[src/rtl/rr_arbiter_ctrl.sv]
// N-requester round-robin arbiter with registered one-hot grant and bounded hold time.
// Optional ARB_PRIO0_EN: requester 0 preempts and wins every arbitration it requests.
module rr_arbiter_ctrl #(
  parameter int N        = 4,
  parameter int MAX_HOLD = 8
) (
  input  logic                 clk,
  input  logic                 reset,
  input  logic [N-1:0]         req,
  output logic [N-1:0]         gnt,
  output logic                 gnt_valid,
  output logic [$clog2(N)-1:0] gnt_id
);
  localparam int ID_W = $clog2(N);
  localparam int HW   = $clog2(MAX_HOLD + 1);
  localparam logic [HW-1:0] HOLD_MAX = HW'(MAX_HOLD);
  localparam logic [HW-1:0] HOLD_ONE = HW'(1);

  typedef enum logic {IDLE = 1'b0, GRANT = 1'b1} state_e;

  state_e          state_q, state_d;
  logic [N-1:0]    gnt_q, gnt_d;
  logic            gnt_valid_q, gnt_valid_d;
  logic [ID_W-1:0] gnt_id_q, gnt_id_d;
  logic [ID_W-1:0] last_id_q, last_id_d;
  logic [HW-1:0]   hold_q, hold_d;

  logic [N-1:0]    owner_oh, others;
  logic            own_req, others_any;

  // First set bit of r searching upward from last+1, wrapping at N-1.
  function automatic logic [ID_W-1:0] rr_pick(input logic [N-1:0] r, input logic [ID_W-1:0] last);
    logic [ID_W-1:0] w;
    logic            found;
    int              idx;
    w     = '0;
    found = 1'b0;
    for (int i = 1; i <= N; i++) begin
      idx = (int'(last) + i) % N;
      if (!found && r[idx]) begin
        w     = ID_W'(idx);
        found = 1'b1;
      end
    end
    return w;
  endfunction

  always_comb begin
    owner_oh           = '0;
    owner_oh[gnt_id_q] = 1'b1;
  end

  assign own_req    = req[gnt_id_q];
  assign others     = req & ~owner_oh;
  assign others_any = |others;

  always_ff @(posedge clk or negedge reset) begin
    if (!reset) begin
      state_q     <= IDLE;
      gnt_q       <= '0;
      gnt_valid_q <= 1'b0;
      gnt_id_q    <= '0;
      last_id_q   <= ID_W'(N - 1);
      hold_q      <= '0;
    end else begin
      state_q     <= state_d;
      gnt_q       <= gnt_d;
      gnt_valid_q <= gnt_valid_d;
      gnt_id_q    <= gnt_id_d;
      last_id_q   <= last_id_d;
      hold_q      <= hold_d;
    end
  end

  always_comb begin
    state_d   = state_q;
    gnt_id_d  = gnt_id_q;
    last_id_d = last_id_q;
    hold_d    = hold_q;
    unique case (state_q)
      IDLE: begin
        if (|req) begin
          state_d = GRANT;
          hold_d  = HOLD_ONE;
`ifdef ARB_PRIO0_EN
          if (req[0]) begin
            gnt_id_d = '0;
          end else begin
            gnt_id_d  = rr_pick(req, last_id_q);
            last_id_d = gnt_id_d;
          end
`else
          gnt_id_d  = rr_pick(req, last_id_q);
          last_id_d = gnt_id_d;
`endif
        end
      end
      GRANT: begin
`ifdef ARB_PRIO0_EN
        if (req[0] && gnt_id_q != '0) begin
          gnt_id_d = '0;
          hold_d   = HOLD_ONE;
        end else
`endif
        if (!own_req) begin
          if (others_any) begin
            gnt_id_d  = rr_pick(req, last_id_q);
            last_id_d = gnt_id_d;
            hold_d    = HOLD_ONE;
          end else begin
            state_d = IDLE;
            hold_d  = '0;
          end
        end else if (hold_q != HOLD_MAX) begin
          hold_d = hold_q + HOLD_ONE;
        end else begin
          // Expiry: hand off if anyone else waits, otherwise restart the window.
          hold_d = HOLD_ONE;
          if (others_any) begin
            gnt_id_d  = rr_pick(others, last_id_q);
            last_id_d = gnt_id_d;
          end
        end
      end
      default: state_d = IDLE;
    endcase
  end

  always_comb begin
    gnt_d       = '0;
    gnt_valid_d = (state_d == GRANT);
    if (state_d == GRANT) gnt_d[gnt_id_d] = 1'b1;
  end

  assign gnt       = gnt_q;
  assign gnt_valid = gnt_valid_q;
  assign gnt_id    = gnt_id_q;

endmodule

[config.mk]
export PLATFORM = sky130hd
export DESIGN_NAME = rr_arbiter_ctrl
export DESIGN_NICKNAME = d
export VERILOG_FILES = /design/src/rtl/rr_arbiter_ctrl.sv
export SDC_FILE = /design/constraint.sdc
export NUM_CORES = 1
export LEC_CHECK = 0
export CAP_MARGIN = 20
export CORE_MARGIN = 4
export CORE_UTILIZATION = 30
export DETAILED_ROUTE_END_ITERATION = 6
export SYNTH_ARGS = -nofsm -noshare
export SYNTH_HDL_FRONTEND = slang
export SYNTH_SLANG_ARGS = --single-unit
[constraint.sdc]
create_clock -name clk -period 4.35 [get_ports clk]
set_input_delay 0.6525 -clock clk [delete_from_list [all_inputs] [get_ports clk]]
set_output_delay 0.6525 -clock clk [all_outputs]
set_load 0.1 [all_outputs]
==> key figures, run 1 <==
Placed design
  • Post-DP HPWL: 2118 um
  • IO buf count: 12
  • Placer Congestion: 0.8188
  • Placed Cells incl. Taps: 185
  • Place WS: 1.214 ns

Floorplanning
  • Die area: roughly 5000 um2
  • Die height: 71.01 um
  • # rows: 22
  • Initial Utilization: 0.3182
  • Placeable Area: 3744 um2
  • # IOs: 13
  • Die Wd: 71.01 um

Timing
  • Final Hold Slack: about 0.52 ns
  • Period utilisation layout: 0.6778
  • Tightest Pin Transition: between 0.9 and 1 ns
  • Worst slew margin: 0.3467
  • Setup TNS: 0 ns
  • RSZ-0062 raised after global routing: no
  • Final Hold Viols: 0
  • # setup viols final: 0
  • Minimum clock period: 2.948 ns
  • Fmax: 0.3392 GHz
  • Clk_skew: 0.001528 ns
  • Slew Viols, Final: 0
  • Final WS setup: 1.402 ns

Yosys
  • Synth cell count leaders: dfrtp_1, nand2_1, nor2_1
  • Register area share after synthesis: 0.2752
  • Ys Warns: 0
  • Post-synth EDFFs: 0
  • Synth Area per Inst: between 8 and 9 um2
  • Most frequent cell after synthesis: dfrtp_1
  • Synth Net Count: 146
  • Synth Register Bits: 13
  • Cell Area, Synth: 1191 um2
  • Cell count after synthesis: 138
  • Yosys top cell by area: dfrtp_1
  • Count of cell types in the netlist: 54
  • Synth top area share: 0.2311
  • Post-synth ARST share: 1.000
  • Main area contributors after synthesis: dfrtp_1, mux2i_1, dfstp_2
  • Prevailing post-synth register cell: dfrtp_1

Critical path
  • Kind of end point of the critical path: output port
  • CP required: 3.70 ns
  • CP max FO: 18
  • Cell family with most CP delay: buffers and inverters
  • Crit start category: flip-flop
  • Beginning of the critical path: gnt_id[0]$_DFF_PN0_
  • Sum of buffers and inverters on the critical path: 1
  • CP peak stage delay: 1.27 ns
  • FF-to-FF Start: gnt_id[0]$_DFF_PN0_
  • Worst Path Class, Setup: reg -> out
  • Critical-path top delay cell: clkdlybuf4s50_1
  • Arrival @ worst endpoint: 2.30 ns
  • Crit-path cells: clkdlybuf4s50_1

Drt
  • Iteration-0 DRC Markers: 96
  • Post-route ant nets: 0
  • Routed wire length: 2923 um
  • Vias per cell: 5.767
  • Wire per inst: 15.47 um
  • TritonRoute pass-1 iters: 4
  • Via count: 1,090
  • DRC: 0

Cells and area
  • Fillers: 408
  • Synthesis-to-layout area growth: 11.34%
  • Cell Count, Final, Fillers Out: 189
  • Layout Nets: 150
  • Fraction of layout cells with a size suffix above 1: 0.08511
  • N_diodes: 0

Power
  • Clock network power share: 0.101
  • Total power: a little over 1 mW
  • LEAKAGE: 0.5168 nW
  • Power Dens Cells: 775.3 nW/um2
  • Seq pwr share: 0.280
  • Switching share of power: 0.5305
  • NetSw: 545.6 uW
  • Worst VDD drop: between 0.4 and 0.5 mV
  • Cell-internal power: 482.7 uW
  • Combinational fraction of design power: 0.620

Clock tree
  • Reg clk slew, reported paths: around 0.050 ns
  • Clk buf depth: 2
  • Inserted Clock Buffers: 3
  • # hold bufs at CTS: 0
  • TritonCTS clock tree: built
  • CTS H-tree lvls: 1
  • Worst-Skew Late Latency: 0.24 ns
  • Postcts setup bufs: 0
  • Post_cts resized: 0
  • CTS sink cnt: 13
  • CTS root buf: clkbuf_8

Global route
  • Vias in the first global route: between 1,000 and 1,500
  • Initial antenna violation count: 0
  • First-pass GRT wire length: slightly below 5000 um
  • Pin count of the biggest net entering global routing: 20
  • Overflow after GRT: 0
  • Global Route Usage Sum: 0.1164

Hold path
  • Worst hold start: hold_q[3]$_DFFE_PN0P_
  • Hold crit path type: reg -> reg

Run status
  • Status: completed

Run
  • Max Cap Viol: 0
## power by group through the flow
stage | clock network, mW | logic, mW | registers [mW]
2_1_floorplan | 0 | 0.429 | 0.370
3_3_place_gp | 0 | 0.626 | 0.284
3_5_place_dp | 0 | 0.634 | 0.289
4_1_cts | 0.108 | 0.637 | 0.287
5_1_grt | 0.115 | 0.690 | 0.301
6_report | 0.104 | 0.637 | 0.288
## cell usage in the layout, fill, tap and decap left out, drive strengths merged, types with 2 or more instances in the layout
cell type | synthesis | routed
o21ai | 6 | 6
nand3b | 2 | 2
a22o | 2 | 2
a311oi | 2 | 2
a22oi | 2 | 2
ha | 2 | 2
dfstp | 2 | 2
clkbuf | 2 | 4
nand3 | 2 | 2
nand2 | 8 | 8
dfrtp | 11 | 11
o22ai | 3 | 3
clkdlybuf4s50 | 0 | 12
nor2 | 8 | 8
o211ai | 2 | 2
nor3 | 7 | 7
a21oi | 6 | 6
nor2b | 2 | 2
nand2b | 5 | 5
inv | 7 | 7
nand4 | 2 | 2
mux2i | 6 | 6
a32o | 2 | 2
and3 | 2 | 2
o22a | 3 | 3
nor3b | 4 | 4
o221ai | 2 | 2
and4 | 2 | 2
o32ai | 3 | 3
## logic make-up after synthesis
family | Yosys count | synth area share
fa+ha+maj | 2 | 0.02101
simple gates | 50 | 0.2500
compound gates | 45 | 0.2826
xor+xnor | 1 | 0.01366
buf+inv | 20 | 0.09769
flops | 13 | 0.2752
mux | 7 | 0.05988
## state kept, by name, indices dropped and copies added, names as in the netlist
name,count
gnt,4
hold_q,4
gnt_id,2
last_id_q,2
gnt_valid,1
## per-stage QoR
stage	utilization	cell area [um2]
floorplan	-	1191
global placement	0.3422	1281
detailed placement	0.3422	1281
CTS	0.3543	1326
global route	0.3543	1326
finish	0.3543	1326
## area by class of cell
class                   count  area (um2)  share of cell area
clock buffers               4       45.04             0.03396
well taps                  48       60.06             0.04528
multi-input cells         105       747.0              0.5632
flip-flops and latches     13       327.8              0.2472
inverters                   7       26.28             0.01981
repair buffers             12       120.1             0.09057
## final timing paths
path | to | slack [ns] | depth (start not counted)
worst max register to register | gnt[1]$_DFF_PN0_ | 1.87 | 6
worst max-delay path | gnt_id[0] | 1.40 | 1
worst min register to register | hold_q[3]$_DFFE_PN0P_ | 0.52 | 1
worst min-delay path | hold_q[3]$_DFFE_PN0P_ | 0.52 | 1
min in group asynchronous | gnt[0]$_DFF_PN0_ | 0.78 | 1
max in group asynchronous | last_id_q[1]$_DFFE_PN1P_ | 3.20 | 1
## layer usage
metal | global-route usage | part of all wire | vias to the layer above
met5 | 0 | 0 | -
met4 | 0.05637 | 0.0044 | 0
met3 | 0.01420 | 0.058 | 2
met2 | 0.1751 | 0.47 | 36
met1 | 0.1637 | 0.47 | 520
li1 | - | - | 532
Power figures use the tool's default switching activity.
==> inputs of run 2 (changes only) <==
==> constraint.sdc (replaced) <==
create_clock -name clk -period 3 [get_ports clk]
set_input_delay 0.45 -clock clk [delete_from_list [all_inputs] [get_ports clk]]
set_output_delay 0.45 -clock clk [all_outputs]
set_load 0.1 [all_outputs]
==> key figures, run 2 (synthesized netlist as in run 1, its figures left out) <==
Cells and area
  • Final instance area: 1354 um2
  • N_diodes: 0
  • Commonest non-fill, non-tap cell in the layout: buf_4
  • Fraction of layout cells with a size suffix above 1: 0.1701
  • Most frequent cells in the layout: buf_4, dfrtp_1, nand2_1, nor2_1, inv_1
  • Synthesis-to-layout area growth: 13.66%
  • Layout Nets: approximately 160
  • Multi-input gate area: 747.0 um2
  • Fillers: 398
  • Storage element area: 327.8 um2

Clock tree
  • TritonCTS clock tree: built
  • CTS sink cnt: 13
  • CTS H-tree lvls: 1
  • Post_cts resized: 0
  • CTS root buf: clkbuf_8
  • Worst-Skew Late Latency: about 0.24 ns
  • Reg clk slew, reported paths: 0.05 ns
  • Postcts setup bufs: 0
  • Inserted Clock Buffers: 3
  • Clk buf depth: 2
  • # hold bufs at CTS: 0

Critical path
  • Reg2Reg Depth: 6
  • Kind of end point of the critical path: flip-flop
  • Arrival @ worst endpoint: ~2.8 ns
  • FF-to-FF Start: gnt_id[0]$_DFF_PN0_
  • Critical R2R Capture: gnt[2]$_DFF_PN0_
  • Reg2Reg Setup Slack: 0.57 ns
  • Worst Setup EP: gnt[2]$_DFF_PN0_
  • Crit start category: input pin
  • CP required: 3.13 ns
  • Worst Path Class, Setup: in -> reg
  • Beginning of the critical path: req[1]
  • CP max FO: 18

Timing
  • Period utilisation layout: 0.8840
  • RSZ-0062 raised after global routing: no
  • Tightest Pin Transition: 0.6700 ns
  • Setup TNS: 0 ns
  • Clk_skew: between 0.004 and 0.005 ns
  • Fmax: 0.3771 GHz
  • # setup viols final: 0
  • Minimum clock period: 2.652 ns
  • Worst slew margin: 0.5533
  • Final Hold Viols: 0
  • Slew Viols, Final: 0

Floorplanning
  • Die Wd: around 71 um
  • Die height: 71.01 um
  • Die area: 5042 um2
  • Initial Utilization: 0.3182
  • # rows: 22
  • # IOs: 13
  • Placeable Area: ~3700 um2

Drt
  • Wire per inst: 15.13 um
  • Via count: 1,115
  • Routed wire length: just under 3000 um
  • TritonRoute pass-1 iters: 4
  • Iteration-0 DRC Markers: between 60 and 70
  • Post-route ant nets: 0
  • DRC: 0
  • Vias per cell: 5.718

Global route
  • Global Route Usage Sum: 0.1203
  • Vias in the first global route: 1,089
  • Initial antenna violation count: 0
  • Overflow after GRT: 0
  • First-pass GRT wire length: approximately 5000 um
  • Pin count of the biggest net entering global routing: 20

Hold path
  • Hold crit path type: reg -> reg

Run
  • Max Cap Viol: 0

Placed design
  • IO buf count: 12
  • Placer Congestion: ~0.87
  • Post-DP HPWL: 2176 um
  • Cell area after placement: ~1300 um2

Power
  • Worst VDD drop: 0.6853 mV
  • LEAKAGE: 0.5541 nW
  • Power Dens Cells: 1108 nW/um2

Run status
  • Status: completed
-- run 2: cell count changes in the layout (fill, tap and decap cells not counted), sizes merged --
cell	previous run	this run
buf	0	13
clkdlybuf4s50	12	5
-- run 2: where the power goes --
part           internal, mW  leakage (nW)  switching, mW
clock network        0.0933        0.0228         0.0553
registers             0.257         0.158          0.161
logic                 0.352         0.374          0.582
total                 0.702         0.554          0.798
-- run 2: critical path: stages --
cell,delay (ns)
clkdlybuf4s50_1,0.74
mux2i_1,0.41
o22a_1,0.25
o32ai_1,0.12
a22o_1,0.24
a311o_2,0.35
nor3b_1,0.23
-- run 2: per-stage QoR --
stage               power, mW  cells  hold slack (ns)  setup WS [ns]  utilization
global route            1.608    195           0.5792         0.2092       0.3616
global placement        1.333    191           0.5144         0.2258       0.3496
finish                  1.500    195           0.5339         0.3480       0.3616
detailed placement      1.342    191           0.5233         0.1499       0.3496
CTS                     1.504    195           0.5335         0.3752       0.3616
floorplan               1.159    138           0.1544         0.4307            -
-- run 2: worst min-delay path by stage --
stage / start / to / slack, ns / cells after the start
floorplan: reset / gnt[0]$_DFF_PN0_ / 0.15 / 0
global placement: hold_q[3]$_DFFE_PN0P_ / hold_q[3]$_DFFE_PN0P_ / 0.51 / 1
detailed placement: hold_q[3]$_DFFE_PN0P_ / hold_q[3]$_DFFE_PN0P_ / 0.52 / 1
CTS: hold_q[3]$_DFFE_PN0P_ / hold_q[3]$_DFFE_PN0P_ / 0.53 / 1
global route: hold_q[3]$_DFFE_PN0P_ / hold_q[3]$_DFFE_PN0P_ / 0.58 / 1
finish: hold_q[3]$_DFFE_PN0P_ / hold_q[3]$_DFFE_PN0P_ / 0.53 / 1
-- run 2: final cells by class --
type,instances,area share
Multi-Input combinational cell,105,0.5518
Sequential cell,13,0.2421
Timing Repair Buffer,18,0.1091
Tap cell,48,0.04436
Clock buffer,4,0.03327
Inverter,7,0.01941
-- run 2: routing by layer --
metal	share of wire	wire length (um)	global-route usage
met1	0.46	1344	0.1675
met2	0.47	1394	0.1843
met3	0.066	194	0.02273
met4	0.0058	17	0.04384
met5	0	0	0
==> inputs of run 3 (changes only) <==
==> constraint.sdc (replaced) <==
create_clock -name clk -period 2.75 [get_ports clk]
set_input_delay 0.4125 -clock clk [delete_from_list [all_inputs] [get_ports clk]]
set_output_delay 0.4125 -clock clk [all_outputs]
set_load 0.1 [all_outputs]
==> key figures, run 3 (synthesized netlist as in run 1, its figures left out) <==
Floorplanning
  • # IOs: 13
  • Die height: just over 70 um
  • Placeable Area: 3744 um2
  • Die Wd: 71.01 um
  • # rows: 22
  • Initial Utilization: 0.3182
  • Die area: between 5000 and 6000 um2

Clock tree
  • Clk buf depth: 2
  • Post_cts resized: 0
  • Inserted Clock Buffers: 3
  • TritonCTS clock tree: built
  • Postcts setup bufs: 0
  • CTS H-tree lvls: 1
  • Reg clk slew, reported paths: 0.05 ns
  • # hold bufs at CTS: 0
  • CTS root buf: clkbuf_8
  • Worst-Skew Late Latency: approximately 0.24 ns
  • CTS sink cnt: 13

Global route
  • Overflow after GRT: 0
  • Global Route Usage Sum: 0.1213
  • First-pass GRT wire length: 5085 um
  • Initial antenna violation count: 0
  • Met1 Usage GRT: 0.1771
  • Met3 Resource Use GR: 0.02415
  • Busiest grt layer: met2
  • Pin count of the biggest net entering global routing: 20
  • Met2 Track Usage GR: 0.1802
  • Vias in the first global route: 1,060

Drt
  • TritonRoute pass-1 iters: 4
  • Via count: 1,118
  • DRC: 0
  • Post-route ant nets: 0
  • Wire per inst: 14.75 um
  • Routed wire length: about 2900 um
  • Iteration-0 DRC Markers: 88
  • Vias per cell: 5.704

Critical path
  • Kind of end point of the critical path: flip-flop
  • CP max FO: 9
  • Worst Path Class, Setup: in -> reg
  • CP required: 2.87 ns
  • Crit start category: input pin
  • Arrival @ worst endpoint: approximately 2.6 ns

Timing
  • Final Hold Viols: 0
  • Clk_skew: 0.003259 ns
  • Worst slew margin: 0.6224
  • Tightest Pin Transition: 0.5665 ns
  • Slew Viols, Final: 0
  • Period utilisation layout: 0.8871
  • Minimum clock period: 2.440 ns
  • # setup viols final: 0
  • RSZ-0062 raised after global routing: no
  • Fmax: 0.4099 GHz
  • Setup TNS: 0 ns

Cells and area
  • N_diodes: 0
  • Most frequent cells in the layout: buf_4, dfrtp_1, nand2_1, nor2_1, inv_1
  • Commonest non-fill, non-tap cell in the layout: buf_4
  • Fraction of layout cells with a size suffix above 1: 0.1757
  • Fillers: 425
  • Final design utilization: 0.3636
  • Multi-input gate area: 747.0 um2
  • Layout Nets: 157
  • Synthesis-to-layout area growth: 14.29%
  • Storage element area: 327.8 um2
  • Final instance area: 1361 um2

Power
  • LEAKAGE: ~0.56 nW
  • Worst VDD drop: 0.7950 mV
  • Power Dens Cells: 1209 nW/um2

Placed design
  • Post-DP HPWL: approximately 2100 um
  • IO buf count: 12
  • Cell area after placement: roughly 1300 um2
  • Placer Congestion: 0.9026

Run
  • Max Cap Viol: 0

Hold path
  • Hold crit path type: reg -> reg

Run status
  • Status: completed
[run 3: area by class of cell]
class / count / area share
clock buffers: 4 / 0.03309
inverters: 7 / 0.01930
multi-input cells: 105 / 0.5487
flip-flops and latches: 13 / 0.2408
well taps: 48 / 0.04412
repair buffers: 19 / 0.1140
[run 3: layer usage]
layer  up-vias  wire (um)
met3         2        146
met5         -          0
met1       537       1446
met4         0         13
met2        30       1285
li1        549          -
[run 3: final timing paths]
check	start	to	slack [ns]	cells after the start
setup / recovery	req[3]	gnt[1]$_DFF_PN0_	0.31	8
hold / removal	hold_q[3]$_DFFE_PN0P_	hold_q[3]$_DFFE_PN0P_	0.52	1
setup reg to reg	gnt_id[0]$_DFF_PN0_	gnt[1]$_DFF_PN0_	0.41	6
hold reg to reg	hold_q[3]$_DFFE_PN0P_	hold_q[3]$_DFFE_PN0P_	0.52	1
max in group asynchronous	reset	last_id_q[0]$_DFFE_PN1P_	1.84	1
min in group asynchronous	reset	gnt[2]$_DFF_PN0_	0.54	1
[run 3: per-stage QoR]
stage	total power [mW]	worst slack [ns]	std cells	hold WS (ns)
2_1_floorplan	1.264	0.1807	138	0.1169
6_report	1.646	0.3105	196	0.5185
3_3_place_gp	1.450	0.1302	192	0.4977
4_1_cts	1.651	0.3352	196	0.5153
5_1_grt	1.782	0.2258	196	0.5321
3_5_place_dp	1.475	0.09724	192	0.5083
[run 3: worst max-delay path: stages]
cell and delay (ns):
clkdlybuf4s50_1 0.64, buf_4 0.22, nand2b_1 0.10, a22oi_1 0.27, a32o_1 0.20, a21oi_1 0.07, a311o_2 0.44, and4b_1 0.21
[run 3: where the power goes]
group	switching, mW	total (mW)	internal (mW)
registers	0.168	0.448	0.280
logic	0.641	1.03	0.392
clock network	0.0626	0.165	0.102
total	0.872	1.65	0.774
